**config.mk**
```make
export PLATFORM = sky130hd
export DESIGN_NAME = avalon_bus_arbiter
export DESIGN_NICKNAME = d
export VERILOG_FILES = /design/src/rtl/avalon_bus_arbiter.sv
export SDC_FILE = /design/constraint.sdc
export NUM_CORES = 1
export LEC_CHECK = 0
export CAP_MARGIN = 20
export CORE_AREA = 8 8 115 117
export CTS_CLUSTER_SIZE = 8
export DETAILED_ROUTE_END_ITERATION = 6
export DIE_AREA = 0 0 123 125
export PLACE_DENSITY = 0.66
export SYNTH_ARGS = -nofsm -noshare
export SYNTH_HDL_FRONTEND = slang
export SYNTH_SLANG_ARGS = --single-unit
```
**constraint.sdc**
```tcl
create_clock -name clk -period 3.2 [get_ports clk]
set_input_delay 0.32 -clock clk [delete_from_list [all_inputs] [get_ports clk]]
set_output_delay 0.32 -clock clk [all_outputs]
set_load 0.01 [all_outputs]
```
**src/rtl/avalon_bus_arbiter.sv**
```systemverilog
// Two-master, one-slave Avalon-MM arbiter. Each transfer is granted atomically
// and held until the slave drops s_waitrequest; round-robin or fixed priority.
//
// state | meaning
// IDLE  | no owner, slave side quiet, both masters stalled
// GNT0  | master 0 owns the slave until its transfer completes or it withdraws
// GNT1  | master 1 owns the slave until its transfer completes or it withdraws
module avalon_bus_arbiter #(
  parameter bit FIXED_PRIORITY = 1'b0,
  parameter bit IDLE_ON_DONE   = 1'b1
) (
  input  logic        clk,
  input  logic        reset,

  input  logic [31:0] m0_address,
  input  logic        m0_read,
  input  logic        m0_write,
  input  logic [3:0]  m0_byteenable,
  input  logic [31:0] m0_writedata,
  output logic        m0_waitrequest,
  output logic [31:0] m0_readdata,

  input  logic [31:0] m1_address,
  input  logic        m1_read,
  input  logic        m1_write,
  input  logic [3:0]  m1_byteenable,
  input  logic [31:0] m1_writedata,
  output logic        m1_waitrequest,
  output logic [31:0] m1_readdata,

  output logic [31:0] s_address,
  output logic        s_read,
  output logic        s_write,
  output logic [3:0]  s_byteenable,
  output logic [31:0] s_writedata,
  input  logic        s_waitrequest,
  input  logic [31:0] s_readdata,

  output logic [1:0]  grant
);

  typedef enum logic [1:0] {
    IDLE = 2'd0,
    GNT0 = 2'd1,
    GNT1 = 2'd2
  } state_t;

  state_t state_q, state_d;
  logic   last_grant_q, last_grant_d;
  logic   req0, req1;

  assign req0 = m0_read | m0_write;
  assign req1 = m1_read | m1_write;

  // last_grant resets to 1 so that master 0 wins the first tie.
  always_ff @(posedge clk or negedge reset) begin
    if (!reset) begin
      state_q      <= IDLE;
      last_grant_q <= 1'b1;
    end else begin
      state_q      <= state_d;
      last_grant_q <= last_grant_d;
    end
  end

  always_comb begin
    state_d      = state_q;
    last_grant_d = last_grant_q;
    case (state_q)
      IDLE: begin
        if (req0 && req1) begin
          state_d = (FIXED_PRIORITY || last_grant_q) ? GNT0 : GNT1;
        end else if (req0) begin
          state_d = GNT0;
        end else if (req1) begin
          state_d = GNT1;
        end
      end
      GNT0: begin
        // A withdrawn request ends the tenure without moving the pointer.
        if (!req0) begin
          state_d = IDLE;
        end else if (!s_waitrequest) begin
          last_grant_d = 1'b0;
          state_d      = (!IDLE_ON_DONE && req1) ? GNT1 : IDLE;
        end
      end
      GNT1: begin
        if (!req1) begin
          state_d = IDLE;
        end else if (!s_waitrequest) begin
          last_grant_d = 1'b1;
          state_d      = (!IDLE_ON_DONE && req0) ? GNT0 : IDLE;
        end
      end
      default: state_d = IDLE;
    endcase
  end

  always_comb begin
    s_address      = 32'h0;
    s_read         = 1'b0;
    s_write        = 1'b0;
    s_byteenable   = 4'h0;
    s_writedata    = 32'h0;
    m0_waitrequest = 1'b1;
    m1_waitrequest = 1'b1;
    grant          = 2'b00;
    case (state_q)
      GNT0: begin
        s_address      = m0_address;
        s_read         = m0_read;
        s_write        = m0_write;
        s_byteenable   = m0_byteenable;
        s_writedata    = m0_writedata;
        m0_waitrequest = s_waitrequest;
        grant          = 2'b01;
      end
      GNT1: begin
        s_address      = m1_address;
        s_read         = m1_read;
        s_write        = m1_write;
        s_byteenable   = m1_byteenable;
        s_writedata    = m1_writedata;
        m1_waitrequest = s_waitrequest;
        grant          = 2'b10;
      end
      default: ;
    endcase
  end

  // Read data is broadcast; only the owner in its done cycle looks at it.
  assign m0_readdata = s_readdata;
  assign m1_readdata = s_readdata;

endmodule

```
==> results.py <==
metrics = {
    "run_status": {
        "status": "finished, final reports clean",
    },
    "timing": {
        "fmax_ghz": 0.365,
        "slew_headroom": 0.686,
        "period_needed_ns": 2.74,
        "worst_pin_slew_ns": 0.467,
        "fin_crit_sh": 0.857,
        "worst_slack_ns": 0.458,
        "report.final.hold_viol_count": 0,
        "finalSetupTns_ns": 0,
        "skew_ns": 0.00240,
        "setup_viol": 0,
        "rsz0062_at_grt": "no",
        "finalMaxSlewViolations": 0,
    },
    "floorplanning": {
        "die_h_microns": 125,
        "die_x_microns": 123,
        "io_pins": 313,
        "initial_utilization": 0.162,
        "row_count": 40,
        "die_area_sq_um": 15400,
        "core-area_sq_um": 11600,
    },
    "yosys": {
        "dominantRegCellSynth": "dfrtp_1",
        "synth-seq-cells": 3,
        "netlist_instances": 263,
        "synth_common_cells": "nor2b_1 (71), a22oi_1 (70), buf_4 (65)",
        "synthArstFlopShare": 1.00,
        "seq_area_frac_synth": 0.0407,
        "synth.cell_area_sq_um": 1880,
        "synth_largest_area_cell": "a22oi_1",
        "syn_nets": 444,
        "yosysMostFrequentCell": "nor2b_1",
        "synthTopCellsByArea": "a22oi_1 (28%), buf_4 (26%), nor2b_1 (24%)",
        "synth_top_area_share": 0.280,
        "synthDistinctLibCells": 22,
        "yosysWarnings": 0,
        "synth_area_per_cell_sq_um": 7.14,
        "synth_edf_count": 0,
    },
    "setup_path": {
        "crit_cells": 5,
        "cp_slowest_cell": "ha_2",
        "reg2reg_setup_slack_ns": 1.46,
        "reg2regPathDepth": 7,
        "path_class": "flip-flop to primary output",
        "end_kind": "primary output",
        "path_cells": "inv_1, ha_2, buf_12, nor2b_1, clkdlybuf4s50_1",
        "required_ns": 2.88,
        "worstPathArrival_ns": 2.42,
        "critPathLaunchType": "flip-flop",
        "critPathMaxStageDelay_ns": 0.64,
        "crit_buf_inv": 3,
        "path_delay_family": "buffers and inverters",
        "crit_fanout": 39,
    },
    "placement": {
        "post-dp-hpwl_mm": 8.24,
        "place_area_sq_um": 3700,
        "gp_congestion": 0.811,
        "portBuffers": 216,
        "pre_cts_slack_ns": 0.680,
    },
    "power": {
        "power.share.clock": 0.076,
        "peakVddDrop_mv": 0.402,
        "p_switching_mw": 1.14,
        "pwr-share-seq": 0.030,
        "internal-power_mw": 1.54,
        "netSwitchingFraction": 0.426,
        "pwr_density_cell_nw_per_um2": 709,
        "combPwrFrac": 0.894,
        "p_leak_nw": 1.22,
    },
    "route": {
        "drt_wl_total_mm": 10.0,
        "drtIter0Drc": 94,
        "dr_total_vias": 2423,
        "via_per_inst": 4.45,
        "drc": 0,
        "wl_per_cell_microns": 18.4,
        "dr.pass1.iters": 4,
        "antenna_left": 0,
    },
    "clock_network": {
        "clkTransAtPathRegs_ns": 0.03,
        "cts_tree": "yes",
        "worst_skew_pair.late_latency_ns": 0.23,
        "clock-sinks": 3,
        "cts_root_buf": "clkbuf_16",
        "ctsResizeCount": 0,
        "cts_max_level": 1,
        "cts_hold_buffers": 0,
        "cts_buffers": 3,
        "cts_setup_buffers": 0,
        "cts_buffer_depth": 2,
    },
    "final_layout": {
        "synthToLayoutAreaGrowth_pct": 101,
        "design_area_sq_um": 3770,
        "n_antenna_cell": 0,
        "nNetsFinal": 580,
        "seqCellArea_sq_um": 76.3,
        "drive_above_1_share": 0.0352,
        "multi_input_area_sq_um": 1200,
        "fillers": 1222,
    },
    "global_routing": {
        "grt_antenna_before_repair": 0,
        "grt_use_met3": 0.0441,
        "grt_overflow_total": 0,
        "first_global_vias": 2654,
        "use_met1": 0.111,
        "grt_max_degree": 73,
        "top_usage_layer": "met2",
        "grt_pass1_wl_mm": 14.6,
        "use_met2": 0.222,
        "grt_usage": 0.116,
    },
    "hold_path": {
        "min_path_type": "input pin to asynchronous set/reset pin",
    },
    "run": {
        "maxCapViolCount": 0,
    },
}
==> registers in the layout (all words and copies together), names as in the netlist <==
register / count
last_grant_q: 1
state_q: 2
==> worst paths after layout <==
check	startpoint	to
setup reg to reg	state_q[0]	state_q[0]
hold reg to reg	last_grant_q	last_grant_q
max in group asynchronous	reset	last_grant_q
min in group clk	last_grant_q	last_grant_q
hold / removal	reset	state_q[0]
setup / recovery	state_q[1]	s_writedata[0]
==> power groups by stage <==
stage	clock network, mW	registers (mW)	logic [mW]
2_1_floorplan	0	0.0752	1.37
3_3_place_gp	0	0.0780	2.37
3_5_place_dp	0	0.0812	2.42
4_1_cts	0.206	0.0811	2.43
5_1_grt	0.209	0.0837	2.57
6_report	0.202	0.0812	2.39
==> metrics by stage <==
step | util | hold slack [ns] | std cells | total power, mW
finish | 0.325 | 0.275 | 545 | 2.68
global route | 0.325 | 0.284 | 545 | 2.86
CTS | 0.325 | 0.277 | 545 | 2.72
detailed placement | 0.318 | 0.516 | 541 | 2.50
global placement | 0.318 | 0.516 | 541 | 2.45
floorplan | - | 0.0244 | 263 | 1.45
==> cells by family after synthesis <==
group | synth area share
AND/OR/NAND/NOR | 0.263
adder cells (fa/ha/maj) | 0.0400
buffers and inverters | 0.323
multiplexers | 0.00800
flip-flops | 0.0407
AO/OA/AOI/OAI | 0.325
==> routing by layer <==
metal,share of wire,routed length [microns]
met5,0,0
met3,0.12,1200
met2,0.52,5200
met4,0.019,193
met1,0.34,3440
==> layout by cell type, fill, tap and decap left out, drive strengths merged, types with 3 or more instances in the layout <==
master,instances
a21oi,3
buf,3
clkbuf,4
clkdlybuf4s50,216
a22oi,70
o21ai,5
nor2,3
ha,6
nor2b,71
inv,3
nand2b,3
==> cell type report <==
class                      instances  area share
multi-input combinational        169       0.319
sequential                         3      0.0202
inverter                           3     0.00298
tap                              147      0.0487
timing repair buffer             219       0.589
clock buffer                       4      0.0209
==> worst reg2reg max path, cell delays in order (launching register included) <==
cell and delay [ns]:
dfrtp_1 0.41, inv_1 0.15, ha_2 0.21, buf_12 0.29, o21ai_0 0.16, a21oi_1 0.19
a21oi_1 0.06, o21ai_0 0.18
Power figures use the tool's default switching activity.
